--- config.mk ---
export PLATFORM = sky130hd
export DESIGN_NAME = sine_period_analyzer
export DESIGN_NICKNAME = d
export VERILOG_FILES = /design/src/rtl/wavegen_pkg.sv /design/src/rtl/zero_cross_detect.sv /design/src/rtl/sine_period_analyzer.sv
export SDC_FILE = /design/constraint.sdc
export NUM_CORES = 1
export LEC_CHECK = 0
export ABC_CLOCK_PERIOD_IN_PS = 2050
export BUFFER_PORTS_ARGS = -buffer_cell sky130_fd_sc_hd__clkbuf_2
export CORE_UTILIZATION = 52
export DETAILED_ROUTE_END_ITERATION = 7
export PLACE_DENSITY = 0.73
export REMOVE_ABC_BUFFERS = 1
export SYNTH_ARGS = -nofsm -noshare
export SYNTH_HDL_FRONTEND = slang
export SYNTH_SLANG_ARGS = --single-unit
--- constraint.sdc ---
create_clock -name clk -period 2.05 [get_ports clk]
set_clock_uncertainty 0.15 [all_clocks]
set_input_delay 0.41 -clock clk [delete_from_list [all_inputs] [get_ports clk]]
set_output_delay 0.41 -clock clk [all_outputs]
set_load 0.005 [all_outputs]
--- src/rtl/wavegen_pkg.sv ---
// ============================================================================
// wavegen_pkg
//   Shared sample type and analyzer state encoding for the wavegen blocks.
//   Rev 1.0
// ============================================================================
`default_nettype none

package wavegen_pkg;

  localparam int SAMPLE_W = 8;

  typedef logic signed [SAMPLE_W-1:0] sample_t;

  typedef enum logic [1:0] {
    SEEK    = 2'd0,
    ARMED   = 2'd1,
    MEASURE = 2'd2
  } state_e;

endpackage

`default_nettype wire

--- src/rtl/zero_cross_detect.sv ---
// ============================================================================
// zero_cross_detect
//   Remembers the sign of the last accepted sample and flags rising crossings.
//   Rev 1.0
// ============================================================================
`default_nettype none

module zero_cross_detect
  import wavegen_pkg::*;
(
  input  logic    clk,
  input  logic    rst,
  input  logic    valid_i,
  input  sample_t sample_i,
  output logic    rise_o
);

  logic prev_neg_q;

  always_ff @(posedge clk) begin
    if (rst) begin
      prev_neg_q <= 1'b0;
    end else if (valid_i) begin
      prev_neg_q <= sample_i[SAMPLE_W-1];
    end
  end

  // Zero counts as non-negative, so -1 -> 0 is a crossing.
  assign rise_o = valid_i & prev_neg_q & ~sample_i[SAMPLE_W-1];

endmodule

`default_nettype wire

--- src/rtl/sine_period_analyzer.sv ---
// ============================================================================
// sine_period_analyzer
//   Measures period, peaks and peak-to-peak span between rising zero crossings.
//   Rev 1.0
// ============================================================================
`default_nettype none

module sine_period_analyzer
  import wavegen_pkg::*;
#(
  parameter int MAX_PERIOD = 255,
  parameter int CNT_W      = 8
) (
  input  logic             clk,
  input  logic             rst,
  input  logic             sample_valid,
  input  logic [7:0]       sample,
  output logic [CNT_W-1:0] period,
  output logic [7:0]       peak_pos,
  output logic [7:0]       peak_neg,
  output logic [8:0]       p2p,
  output logic             meas_valid,
  output logic             locked,
  output logic             timeout
);

  localparam logic [CNT_W:0] c_MAX_PERIOD = (CNT_W+1)'(MAX_PERIOD);

  state_e           state_q, state_d;
  logic [CNT_W-1:0] cnt_q, cnt_d;
  sample_t          max_q, max_d;
  sample_t          min_q, min_d;
  logic [CNT_W-1:0] period_q, period_d;
  logic [7:0]       peak_pos_q, peak_pos_d;
  logic [7:0]       peak_neg_q, peak_neg_d;
  logic [8:0]       p2p_q, p2p_d;
  logic             meas_valid_q, meas_valid_d;
  logic             locked_q, locked_d;
  logic             timeout_q, timeout_d;
  logic             primed_q, primed_d;

  sample_t          w_sample;
  logic             w_rise;
  logic [CNT_W:0]   w_cnt_inc;
  logic [8:0]       w_span;

  assign w_sample  = sample_t'(sample);
  assign w_cnt_inc = {1'b0, cnt_q} + {{CNT_W{1'b0}}, 1'b1};
  assign w_span    = {max_q[SAMPLE_W-1], max_q} - {min_q[SAMPLE_W-1], min_q};

  zero_cross_detect u_zcd (
    .clk     (clk),
    .rst     (rst),
    .valid_i (sample_valid),
    .sample_i(w_sample),
    .rise_o  (w_rise)
  );

  always_comb begin
    state_d      = state_q;
    cnt_d        = cnt_q;
    max_d        = max_q;
    min_d        = min_q;
    period_d     = period_q;
    peak_pos_d   = peak_pos_q;
    peak_neg_d   = peak_neg_q;
    p2p_d        = p2p_q;
    meas_valid_d = 1'b0;
    timeout_d    = 1'b0;
    locked_d     = locked_q;
    primed_d     = primed_q;

    if (sample_valid) begin
      case (state_q)
        SEEK: begin
          if (w_sample[SAMPLE_W-1]) state_d = ARMED;
        end
        ARMED: begin
          if (w_rise) begin
            state_d = MEASURE;
            cnt_d   = {{(CNT_W-1){1'b0}}, 1'b1};
            max_d   = w_sample;
            min_d   = w_sample;
          end
        end
        MEASURE: begin
          // A crossing is checked first so it wins over a coincident timeout.
          if (w_rise) begin
            period_d     = cnt_q;
            peak_pos_d   = max_q;
            peak_neg_d   = min_q;
            p2p_d        = w_span;
            meas_valid_d = 1'b1;
            locked_d     = primed_q && (cnt_q == period_q);
            primed_d     = 1'b1;
            cnt_d        = {{(CNT_W-1){1'b0}}, 1'b1};
            max_d        = w_sample;
            min_d        = w_sample;
          end else begin
            cnt_d = w_cnt_inc[CNT_W-1:0];
            if (w_sample > max_q) max_d = w_sample;
            if (w_sample < min_q) min_d = w_sample;
            if (w_cnt_inc == c_MAX_PERIOD) begin
              timeout_d = 1'b1;
              locked_d  = 1'b0;
              primed_d  = 1'b0;
              state_d   = SEEK;
            end
          end
        end
        default: state_d = SEEK;
      endcase
    end
  end

  always_ff @(posedge clk) begin
    if (rst) begin
      state_q      <= SEEK;
      cnt_q        <= '0;
      max_q        <= '0;
      min_q        <= '0;
      period_q     <= '0;
      peak_pos_q   <= '0;
      peak_neg_q   <= '0;
      p2p_q        <= '0;
      meas_valid_q <= 1'b0;
      locked_q     <= 1'b0;
      timeout_q    <= 1'b0;
      primed_q     <= 1'b0;
    end else begin
      state_q      <= state_d;
      cnt_q        <= cnt_d;
      max_q        <= max_d;
      min_q        <= min_d;
      period_q     <= period_d;
      peak_pos_q   <= peak_pos_d;
      peak_neg_q   <= peak_neg_d;
      p2p_q        <= p2p_d;
      meas_valid_q <= meas_valid_d;
      locked_q     <= locked_d;
      timeout_q    <= timeout_d;
      primed_q     <= primed_d;
    end
  end

  assign period     = period_q;
  assign peak_pos   = peak_pos_q;
  assign peak_neg   = peak_neg_q;
  assign p2p        = p2p_q;
  assign meas_valid = meas_valid_q;
  assign locked     = locked_q;
  assign timeout    = timeout_q;

endmodule

`default_nettype wire

; Yosys cells after proc, flatten, opt, wreduce, memory -nomap -nowiden
; Index checks and enable logic that the tools add are counted.
; Widths: inputs -> output; s select.
[op_classes]
n_bitwise = 5
n_reduce_logical = 12
n_eq_ne = 10
magnitude_cmp = 2
n_mux = 20
addsub = 2
[op_table]
columns = op, n
row1 = $mux 8, 7
row2 = $pmux 8 s2, 3
row3 = $add 8x1->9 const B, 1
row4 = $eq 9x8->1 const B, 1
row5 = $reduce_and 3->1, 3
row6 = $sub 8x8->9, 1
row7 = $eq 8x8->1, 1
row8 = $gt 8x8->1, 1
row9 = $lt 8x8->1, 1
row10 = $mux 2, 4
row11 = $reduce_and 4->1, 2
row12 = $ne 2x2->1 const B, 3
row13 = $ne 3x2->1 const B, 2
row14 = $pmux 2 s3, 1
row15 = $mux 1, 5
row16 = $reduce_and 5->1, 1
row17 = $reduce_bool 2->1, 2
row18 = $reduce_or 4->1, 1
row19 = $not 1->1, 3
row20 = $reduce_or 3->1, 1
row21 = $and 1x1->1, 2
row22 = $eq 2x1->1 const B, 1
row23 = $eq 2x2->1 const B, 1
row24 = $logic_not 2->1, 1
row25 = 2 further kinds, 2
[word_totals]
wordCells = 64
regBits = 64
output_inout_bits = 36
inputBits = 11

; Logic depth before layout (Yosys ltp)
; Gate-level depths: netlist (run 1).
[logic_depth]
ltp_word = 5
depth_mapped = 9

; By module
; Synthesis (run 1) repeated with hierarchy kept, for this count alone.
[hier_totals]
hier_cells = 412
hier_area_um2 = 3364.5
[by_module_without_submodules]
columns = mod, cells_per_inst, area_per_inst_um2, n_inst, seq_area_each_um2
row1 = sine_period_analyzer, 408, 3320.7, 1, 1261.2
row2 = zero_cross_detect, 4, 43.8, 1, 20.0

; Worst setup path before layout (run 1)
; OpenSTA, ideal clock, no wires.
[synth_path]
path_kind = register to register
start = register max_q[0]
end = register p2p_q[6] (netlist: p2p[6])
stages_incl_launch_ff = 9
slack_ns = -0.033
t_arrival_ns = 1.854
synth_period_minus_slack_ns = 2.083
required_ns = 1.821
cell_sequence = dfxtp_1 -> inv_1 -> ha_1 -> fa_1 -> nor2b_1 -> o31a_1 -> o21ai_0 -> a2111o_1 -> o211ai_1
[synth_via]
elab_chain_len = 1
[synth_rtl]
columns = item, line_no
row1 = from (decl), sine_period_analyzer.sv:31  ; sample_t max_q, max_d;
row2 = from (signal assigned), sine_period_analyzer.sv:133  ; max_q <= max_d;
row3 = $sub 8x8->9, sine_period_analyzer.sv:49  ; assign w_span = {max_q[SAMPLE_W-1], max_q} - {min_q[SAMPLE_W-1], min_q};
row4 = to (signal assigned), sine_period_analyzer.sv:138  ; p2p_q <= p2p_d;
row5 = to (decl), sine_period_analyzer.sv:36  ; logic [8:0] p2p_q, p2p_d;
; No other way between the ends.
; A chain may end at the register's enable or synchronous reset.

; Worst setup path after layout (run 1)
; Ends and elaborated chain as after synthesis.

==> flow_summary.yaml, run 1 <==
worst_setup_path:
  critical_path.cell_chain: "inv_2 > ha_4 > fa_2 > nor2b_4 > o31a_1 > o21ai_2 > a2111o_1 > o211ai_1"
  crit_end: "p2p[6]$_SDFFE_PP0P_"
  cp.arrival_ps: 2130
  regToRegSetupSlack_ps: 20
  crit_slowest_cell: "fa_2"
  startpoint: "max_q[0]$_SDFFE_PP0P_"
  r2r_start: "max_q[0]$_SDFFE_PP0P_"
  worst_setup_path_start_kind: "flip-flop"
  path_max_fanout: 3
  critPathKind: "flip-flop to flip-flop"
  reg2reg_to: "p2p[6]$_SDFFE_PP0P_"
  crit_required_ps: 2150
  crit_path_end_kind: "flip-flop"
  rr_worst_depth: 8
  max_stage_delay_ps: 380
die:
  rows: 29
  fp.dieW_um: 84.8
  initial_core_util: 0.548
  dieArea_um2: 7180
  die_h_um: 84.8
  io_pins: 47
  core_um2: 6490
power_and_ir_drop:
  power_frac_seq: 0.446
  clock_power_share: 0.353
  intPower_mw: 2.12
  power_frac_comb: 0.201
  powerDensity_nw_per_um2: 675
  power.total_mw: 2.91
  vdd_ir_drop_max_mv: 0.386
  power.switching_mw: 0.792
  swShare: 0.272
  p_leak_nw: 1.74
sta:
  worst_slack_ps: 18.4
  fmax_mhz: 492
  slew_viol_final: 0
  period_needed_ps: 2030
  finalSetupViolCount: 0
  hold_viol: 0
  timing.slew.headroom: 0.741
  max_slew.worst_pin.slew_ps: 388
  finalCritPeriodShare: 0.991
  rsz0062_at_grt: "yes"
route:
  viasPerCell: 5.42
  via_count: 3046
  topRoutingLayerUsed: "met4"
  drt_iter0_drc: 156
  drc: 4
  drt_wl_total_um: 7780
  wl_per_cell_um: 13.8
  drt_first_pass_iters: 8
  met3_length_um: 218
  drtAntennaViolNets: 0
  wl_met1_um: 3870
  dr_wl_met2_um: 3600
clock_tree:
  insertion_delay_ps: 330
  cts_sinks: 64
  cts_inserted_buffers: 9
  cts_buffer_depth: 2
  clk_pin_slew_worst_paths_ps: 60
  root_buffer: "clkbuf_8"
  htreeDepth: 3
  cts_tree: "built"
  postCtsHoldBufs: 0
global_routing:
  overflow: 0
  grt_pass1_wl_um: 12900
  grt_max_degree: 79
  grt_pass1_vias: 2783
  grt.total_usage: 0.223
  antenna_found_initial: 0
placement:
  dp_hpwl_um: 5570
  port_buffers: 46
  dp_slack_ps: -181
  place.gp.congestion: 0.810
  place_area_um2: 4000
  dpl.cell_count: 542
min_path:
  hold_class: "input pin to flip-flop"
synth:
  synth-edff-count: 0
  ys.flop_type: "dfxtp_1"
  ys_warn_count: 0
  synth-seq-cells: 64
  synth_area_um2: 3560
  syn-mean-instance-area_um2: 8.62
  ys_types: 60
  async_flop_share: 0
  syn_inst: 413
  synth-seq-area-share: 0.360
finish:
  antenna_cells: 0
  final_common_cell: "nand2_1"
  nets: 521
  finalNonFillerCells: 562
  drive_gt1_frac: 0.247
  area_growth_pct: 21.0
  fin_util: 0.663
  final_cell_area_um2: 4310
  layout_common_cells: "nand2_1, dfxtp_1, clkbuf_2"
run_status:
  status: "finished, violations left"
  violations: "DRC"
job:
  max_cap_violations: 0
-- synth_stat cells (2+ instances only) --
| library cell | count | share of area |
|---|---|---|
| a211oi_1 | 5 | 0.011 |
| a21o_1 | 2 | 0.0042 |
| a21oi_1 | 35 | 0.049 |
| a311oi_1 | 4 | 0.0098 |
| a31oi_1 | 2 | 0.0035 |
| and3_1 | 2 | 0.0035 |
| and4b_1 | 2 | 0.0056 |
| buf_2 | 6 | 0.0084 |
| buf_6 | 2 | 0.0063 |
| clkbuf_1 | 12 | 0.013 |
| dfxtp_1 | 64 | 0.36 |
| ha_1 | 29 | 0.10 |
| inv_1 | 26 | 0.027 |
| mux2i_1 | 19 | 0.053 |
| nand2_1 | 62 | 0.065 |
| nand2b_1 | 30 | 0.053 |
| nand3_1 | 8 | 0.011 |
| nand3b_1 | 9 | 0.019 |
| nand4_1 | 2 | 0.0035 |
| nand4b_1 | 2 | 0.0049 |
| nor2_1 | 17 | 0.018 |
| nor2b_1 | 5 | 0.0088 |
| nor3_1 | 3 | 0.0042 |
| nor3b_1 | 3 | 0.0063 |
| o211a_1 | 2 | 0.0056 |
| o211ai_1 | 2 | 0.0042 |
| o21a_1 | 4 | 0.0084 |
| o21ai_0 | 11 | 0.015 |
| o22a_1 | 2 | 0.0049 |
| o31a_1 | 2 | 0.0049 |
| or2b_1 | 2 | 0.0042 |
| xnor2_1 | 6 | 0.015 |
| xor2_1 | 4 | 0.0098 |
-- critical path: cells and delay by family (launching register included) --
| kind | cells | cell delay [ps] |
|---|---|---|
| AND/OR/NAND/NOR | 1 | 130 |
| adder cells (fa/ha/maj) | 2 | 540 |
| AO/OA/AOI/OAI | 4 | 750 |
| buffers and inverters | 1 | 40 |
| flip-flops | 1 | 340 |
-- metal layers --
metal | vias to the layer above | GRT usage
met5 | - | 0
met2 | 53 | 0.358
met3 | 7 | 0.0482
li1 | 1557 | -
met1 | 1429 | 0.307
met4 | 0 | 0.0539
-- power groups by stage --
stage                     clock network, mW  registers [mW]  logic (mW)
final                                  1.03            1.30       0.584
after global routing                   1.10            1.30       0.643
after CTS                              1.04            1.29       0.531
after detailed placement                  0            1.32       0.509
after global placement                    0            1.32       0.495
after floorplan                           0            1.32       0.320
-- flip-flops by register name, indices dropped and copies added, names as in the netlist, 2 cells and up --
name,flops
p2p,9
state_q,2
max_q,8
cnt_q,8
period,8
peak_neg,8
peak_pos,8
min_q,8
-- metrics by stage --
| step | hold slack [ps] | TNS, ps |
|---|---|---|
| global placement | 294 | -417 |
| floorplan | 289 | -835 |
| global route | 242 | -181 |
| finish | 233 | 0 |
| CTS | 222 | -19.9 |
| detailed placement | 296 | -1220 |
-- cells by family after synthesis --
logic type,count (synthesis),share of synthesized area
DFF,64,0.360
and+or+nand+nor,154,0.225
xor gates and xnor gates,11,0.0323
AOI/OAI and AO/OA,86,0.161
buffers and inverters,49,0.0608
muxes,19,0.0534
adders and majority gates,30,0.108
-- worst min path at each step --
stage,start,end,slack (ps),depth (start not counted)
after floorplan,min_q[2]$_SDFFE_PP0P_,peak_neg[2]$_SDFFE_PP0P_,290,2
after global placement,peak_neg[2]$_SDFFE_PP0P_,peak_neg[2]$_SDFFE_PP0P_,290,2
after detailed placement,peak_pos[7]$_SDFFE_PP0P_,peak_pos[7]$_SDFFE_PP0P_,300,2
after CTS,sample[0],max_q[0]$_SDFFE_PP0P_,220,3
after global routing,sample[3],max_q[3]$_SDFFE_PP0P_,240,3
final,sample[0],max_q[0]$_SDFFE_PP0P_,230,3
-- timing repair --
| action | 4_1_cts | 5_1_grt |
|---|---|---|
| endpoints found under the setup margin | 3 | 19 |
| setup buffers | 1 | 3 |
| pin swaps | 2 | 11 |
| gates resized for setup | 7 | 19 |
| hold endpoints to repair | 0 | 0 |
-- final cells by class --
class / instances / area [µm²]
well taps: 77 / 96.3
clock inverters: 4 / 45.0
fillers: 538 / 2190
multi-input cells: 300 / 2150
repair buffers: 79 / 490
flip-flops and latches: 64 / 1290
clock buffers: 12 / 135
inverters: 26 / 97.6
(Power assumes the default switching activity.)
==> run 2: changes to the inputs <==
--- a/config.mk
+++ b/config.mk
@@ -8,9 +8,9 @@
 export ABC_CLOCK_PERIOD_IN_PS = 2050
 export BUFFER_PORTS_ARGS = -buffer_cell sky130_fd_sc_hd__clkbuf_2
 export CORE_UTILIZATION = 52
+export CTS_BUF_LIST = sky130_fd_sc_hd__clkbuf_4 sky130_fd_sc_hd__clkbuf_8 sky130_fd_sc_hd__clkbuf_16
 export DETAILED_ROUTE_END_ITERATION = 7
 export PLACE_DENSITY = 0.73
-export REMOVE_ABC_BUFFERS = 1
 export SYNTH_ARGS = -nofsm -noshare
 export SYNTH_HDL_FRONTEND = slang
 export SYNTH_SLANG_ARGS = --single-unit
==> flow_summary.yaml, run 2 (same netlist as run 1, synthesis figures left out) <==
sta:
  rsz0062_at_grt: "yes"
  fmax_mhz: 495
  slew_viol_final: 0
  setup_tns_ps: 0
  max_slew.worst_pin.slew_ps: 403
  hold_viol: 0
  timing.slew.headroom: 0.731
  period_needed_ps: 2020
  worst_slack_ps: 30.5
  finalCritPeriodShare: 0.985
  hold_ws_ps: 222
  finalSetupViolCount: 0
global_routing:
  grt_pass1_vias: 2991
  grt.total_usage: 0.246
  grt_pass1_wl_um: 13800
  antenna_found_initial: 0
  overflow: 0
  grt_max_degree: 30
die:
  dieArea_um2: 7180
  core_um2: 6490
  rows: 29
  fp.dieW_um: 84.8
  initial_core_util: 0.548
  io_pins: 47
  die_h_um: 84.8
route:
  drt_wl_total_um: 8370
  drc: 1
  drt_first_pass_iters: 8
  drtAntennaViolNets: 0
  via_count: 3104
  viasPerCell: 5.51
  wl_per_cell_um: 14.9
  drt_iter0_drc: 142
worst_setup_path:
  critPathKind: "flip-flop to flip-flop"
  path_max_fanout: 3
  worst_setup_path_start_kind: "flip-flop"
  crit_required_ps: 2160
  cp.arrival_ps: 2130
  crit_path_end_kind: "flip-flop"
job:
  max_cap_violations: 0
run_status:
  violations: "DRC"
  status: "finished, violations left"
finish:
  drive_gt1_frac: 0.257
  largest_register_ffs: 9
  final.fill_count: 530
  final_cell_area_um2: 4330
  antenna_cells: 0
  area_growth_pct: 21.5
  nets: 523
  layout_common_cells: "nand2_1, dfxtp_1, clkbuf_2"
  fin_util: 0.666
  final_common_cell: "nand2_1"
  finalNonFillerCells: 563
power_and_ir_drop:
  powerDensity_nw_per_um2: 656
  swShare: 0.280
  vdd_ir_drop_max_mv: 0.513
  p_leak_nw: 1.74
  power.total_mw: 2.84
  intPower_mw: 2.04
  power.switching_mw: 0.794
  power_frac_seq: 0.457
  clock_power_share: 0.345
  power_frac_comb: 0.197
placement:
  dp_slack_ps: -158
  place.gp.congestion: 0.835
  port_buffers: 46
  dp_hpwl_um: 6240
  place_area_um2: 4040
  dpl.cell_count: 545
clock_tree:
  clk_pin_slew_worst_paths_ps: 70
  cts_tree: "built"
  cts_sinks: 64
  cts_inserted_buffers: 9
  cts_buffer_depth: 2
  root_buffer: "clkbuf_8"
  insertion_delay_ps: 330
  htreeDepth: 3
  postCtsHoldBufs: 0
synth:
  synth_nets: 454
min_path:
  hold_class: "input pin to flip-flop"
[run 2: changes by cell type in the layout (fill, tap and decap cells not counted), moves of 2 or more]
cell / previous run / this run
dfxtp_1: 60 / 58
o21ai_1: 1 / 3
dfxtp_2: 3 / 6
o21ai_0: 10 / 8
clkbuf_1: 3 / 0
clkbuf_8: 9 / 11
[run 2: cell type report]
| class | count | area, µm² | share of cell area |
|---|---|---|---|
| Clock buffer | 12 | 159 | 0.0367 |
| Clock inverter | 3 | 17.5 | 0.00405 |
| Inverter | 26 | 97.6 | 0.0225 |
| Multi-Input combinational cell | 300 | 2150 | 0.497 |
| Sequential cell | 64 | 1290 | 0.298 |
| Tap cell | 77 | 96.3 | 0.0223 |
| Timing Repair Buffer | 81 | 518 | 0.120 |
[run 2: path summary, 6_finish.rpt]
kind / from / to / slack, ps / cells past startpoint
setup reg to reg: max_q[0]$_SDFFE_PP0P_ / p2p[6]$_SDFFE_PP0P_ / 30 / 8
hold / removal: sample[0] / min_q[0]$_SDFFE_PP0P_ / 220 / 3
setup / recovery: max_q[0]$_SDFFE_PP0P_ / p2p[6]$_SDFFE_PP0P_ / 30 / 8
hold reg to reg: peak_pos[5]$_SDFFE_PP0P_ / peak_pos[5]$_SDFFE_PP0P_ / 300 / 2
[run 2: critical path, stage by stage (launching register included)]
cell	delay, ps
dfxtp_2	330
inv_2	40
ha_4	160
fa_2	390
nor2b_2	140
o31a_1	190
o21ai_2	90
a2111o_1	360
o211ai_1	80
[run 2: layer usage]
metal,GRT usage,vias to the layer above,part of all wire
met2,0.445,63,0.52
met5,0,-,0
li1,-,1563,-
met1,0.277,1465,0.42
met4,0.105,0,0.021
met3,0.0551,13,0.034
[run 2: repair_timing]
action | 4_1_cts | 5_1_grt
gates resized for setup | 3 | 22
pin swaps | 1 | 11
buffers inserted | 1 | 2
gates cloned | 0 | 0
setup endpoints to repair | 3 | 26
[run 2: power groups by stage]
stage | combinational [mW] | clock, mW | sequential [mW]
detailed placement | 0.507 | 0 | 1.32
CTS | 0.520 | 1.00 | 1.30
floorplan | 0.346 | 0 | 1.32
global placement | 0.491 | 0 | 1.32
global route | 0.615 | 1.06 | 1.30
finish | 0.560 | 0.980 | 1.30
==> run 3: changes to the inputs <==
--- a/config.mk
+++ b/config.mk
@@ -5,12 +5,13 @@
 export SDC_FILE = /design/constraint.sdc
 export NUM_CORES = 1
 export LEC_CHECK = 0
-export ABC_CLOCK_PERIOD_IN_PS = 2050
+export ABC_CLOCK_PERIOD_IN_PS = 2300
 export BUFFER_PORTS_ARGS = -buffer_cell sky130_fd_sc_hd__clkbuf_2
-export CORE_UTILIZATION = 52
+export CORE_UTILIZATION = 57
 export CTS_BUF_LIST = sky130_fd_sc_hd__clkbuf_4 sky130_fd_sc_hd__clkbuf_8 sky130_fd_sc_hd__clkbuf_16
+export CTS_CLUSTER_DIAMETER = 60
 export DETAILED_ROUTE_END_ITERATION = 7
-export PLACE_DENSITY = 0.73
+export PLACE_DENSITY = 0.76
 export SYNTH_ARGS = -nofsm -noshare
 export SYNTH_HDL_FRONTEND = slang
 export SYNTH_SLANG_ARGS = --single-unit
==> constraint.sdc (replaced) <==
create_clock -name clk -period 2.3 [get_ports clk]
set_clock_uncertainty 0.15 [all_clocks]
set_input_delay 0.46 -clock clk [delete_from_list [all_inputs] [get_ports clk]]
set_output_delay 0.46 -clock clk [all_outputs]
set_load 0.005 [all_outputs]
==> flow_summary.yaml, run 3 (same netlist as run 1, synthesis figures left out) <==
sta:
  rsz0062_at_grt: "no"
  fmax_mhz: 464
  timing.slew.headroom: 0.612
  max_slew.worst_pin.slew_ps: 583
  setup_tns_ps: 0
  finalCritPeriodShare: 0.938
  hold_viol: 0
  finalSetupViolCount: 0
  hold_ws_ps: 282
  slew_viol_final: 0
  period_needed_ps: 2160
finish:
  area_growth_pct: 13.6
  final_common_cell: "dfxtp_1"
  seq_area_um2: 1280
  largest_register_ffs: 9
  layout_common_cells: "dfxtp_1, nand2_1, clkbuf_2"
  nets: 500
  multiInputGateArea_um2: 2070
  antenna_cells: 0
  final.fill_count: 509
  finalNonFillerCells: 538
  drive_gt1_frac: 0.184
worst_setup_path:
  rr_worst_depth: 8
  regToRegSetupSlack_ps: 140
  startpoint: "max_q[0]$_SDFFE_PP0P_"
  crit_required_ps: 2420
  cpLargestDelayFamily: "compound AO/OA/AOI/OAI gates"
  path_buf_inv: 1
  crit_slowest_cell: "a2111o_1"
  crit_path_end_kind: "flip-flop"
  reg2reg_to: "p2p[6]$_SDFFE_PP0P_"
  crit_end: "p2p[6]$_SDFFE_PP0P_"
  path_max_fanout: 4
  worst_setup_path_start_kind: "flip-flop"
  critPathKind: "flip-flop to flip-flop"
  cp_num_cells: 8
  max_stage_delay_ps: 430
  critical_path.cell_chain: "inv_1 > ha_1 > fa_1 > nor2b_2 > o31a_1 > o21ai_0 > a2111o_1 > o211ai_1"
  cp.arrival_ps: 2270
  r2r_start: "max_q[0]$_SDFFE_PP0P_"
placement:
  dpl.cell_count: 523
  port_buffers: 46
  place.gp.congestion: 0.918
  dp_hpwl_um: 5850
clock_tree:
  cts_buffer_depth: 2
  cts_sinks: 64
  insertion_delay_ps: 340
  post_cts_buffers: 0
  htreeDepth: 3
  clk_pin_slew_worst_paths_ps: 70
  root_buffer: "clkbuf_8"
  cts_tree: "built"
  cts_inserted_buffers: 9
min_path:
  hold_class: "input pin to flip-flop"
run_status:
  status: "complete, no violations"
die:
  rows: 28
  core_um2: 5990
  dieArea_um2: 6570
  io_pins: 47
  die_h_um: 81.0
  initial_core_util: 0.594
  fp.dieW_um: 81.0
route:
  drtAntennaViolNets: 0
  via_count: 2987
  viasPerCell: 5.55
  drt_wl_total_um: 7700
  wl_per_cell_um: 14.3
  drt_iter0_drc: 87
  drc: 0
  drt_first_pass_iters: 4
job:
  max_cap_violations: 0
global_routing:
  grt_pass1_vias: 2777
  antenna_found_initial: 0
  overflow: 0
  grt.total_usage: 0.256
  grt_pass1_wl_um: 12600
  grt_max_degree: 39
power_and_ir_drop:
  p_leak_nw: 1.59
  powerDensity_nw_per_um2: 590
  vdd_ir_drop_max_mv: 0.406
synth:
  synth_nets: 454
-- run 3: how the worst min path moves through the flow --
stage                                      from                        to  slack (ps)  cells after the start
after floorplan           min_q[2]$_SDFFE_PP0P_  peak_neg[2]$_SDFFE_PP0P_         300                      2
after global routing                  sample[0]     min_q[0]$_SDFFE_PP0P_         280                      3
after CTS                             sample[0]     min_q[0]$_SDFFE_PP0P_         270                      3
after detailed placement    p2p[3]$_SDFFE_PP0P_       p2p[3]$_SDFFE_PP0P_         290                      2
final                                 sample[0]     min_q[0]$_SDFFE_PP0P_         280                      3
after global placement      p2p[3]$_SDFFE_PP0P_       p2p[3]$_SDFFE_PP0P_         290                      2
-- run 3: timing repair --
item,in CTS,in global routing
setup endpoints to repair,0,2
gates resized for setup,0,2
hold buffers,0,0
-- run 3: where the power goes --
part / total (mW) / internal, mW / switching [mW] / leakage (nW)
Clock: 0.815 / 0.378 / 0.437 / 0.0769
Combinational: 0.412 / 0.185 / 0.227 / 1.00
Sequential: 1.16 / 1.13 / 0.0273 / 0.517
Total: 2.39 / 1.70 / 0.691 / 1.59
-- run 3: cell type report --
| class | instances | area share |
|---|---|---|
| Sequential cell | 64 | 0.317 |
| Clock buffer | 9 | 0.0306 |
| Tap cell | 75 | 0.0232 |
| Clock inverter | 6 | 0.00928 |
| Inverter | 26 | 0.0241 |
| Timing Repair Buffer | 58 | 0.0853 |
| Multi-Input combinational cell | 300 | 0.511 |
-- run 3: per-stage QoR --
stage	total power [mW]	util	instance area, µm²	setup slack (ps)
2_1_floorplan	1.48	-	3560	217
5_1_grt	2.51	0.675	4050	2.31
3_3_place_gp	1.58	0.648	3880	146
6_report	2.39	0.675	4050	143
3_5_place_dp	1.59	0.648	3880	70.3
4_1_cts	2.41	0.675	4040	78.0
-- run 3: worst min-delay path: stages --
cell and delay, ps:
clkbuf_2 100, nand2b_1 90, mux2i_1 60
-- run 3: routing by layer --
layer	global-route usage	vias to the layer above	routed length, µm
li1	-	1524	-
met1	0.308	1401	3570
met2	0.442	51	3750
met3	0.0539	11	233
met4	0.0982	0	143
met5	0	-	0
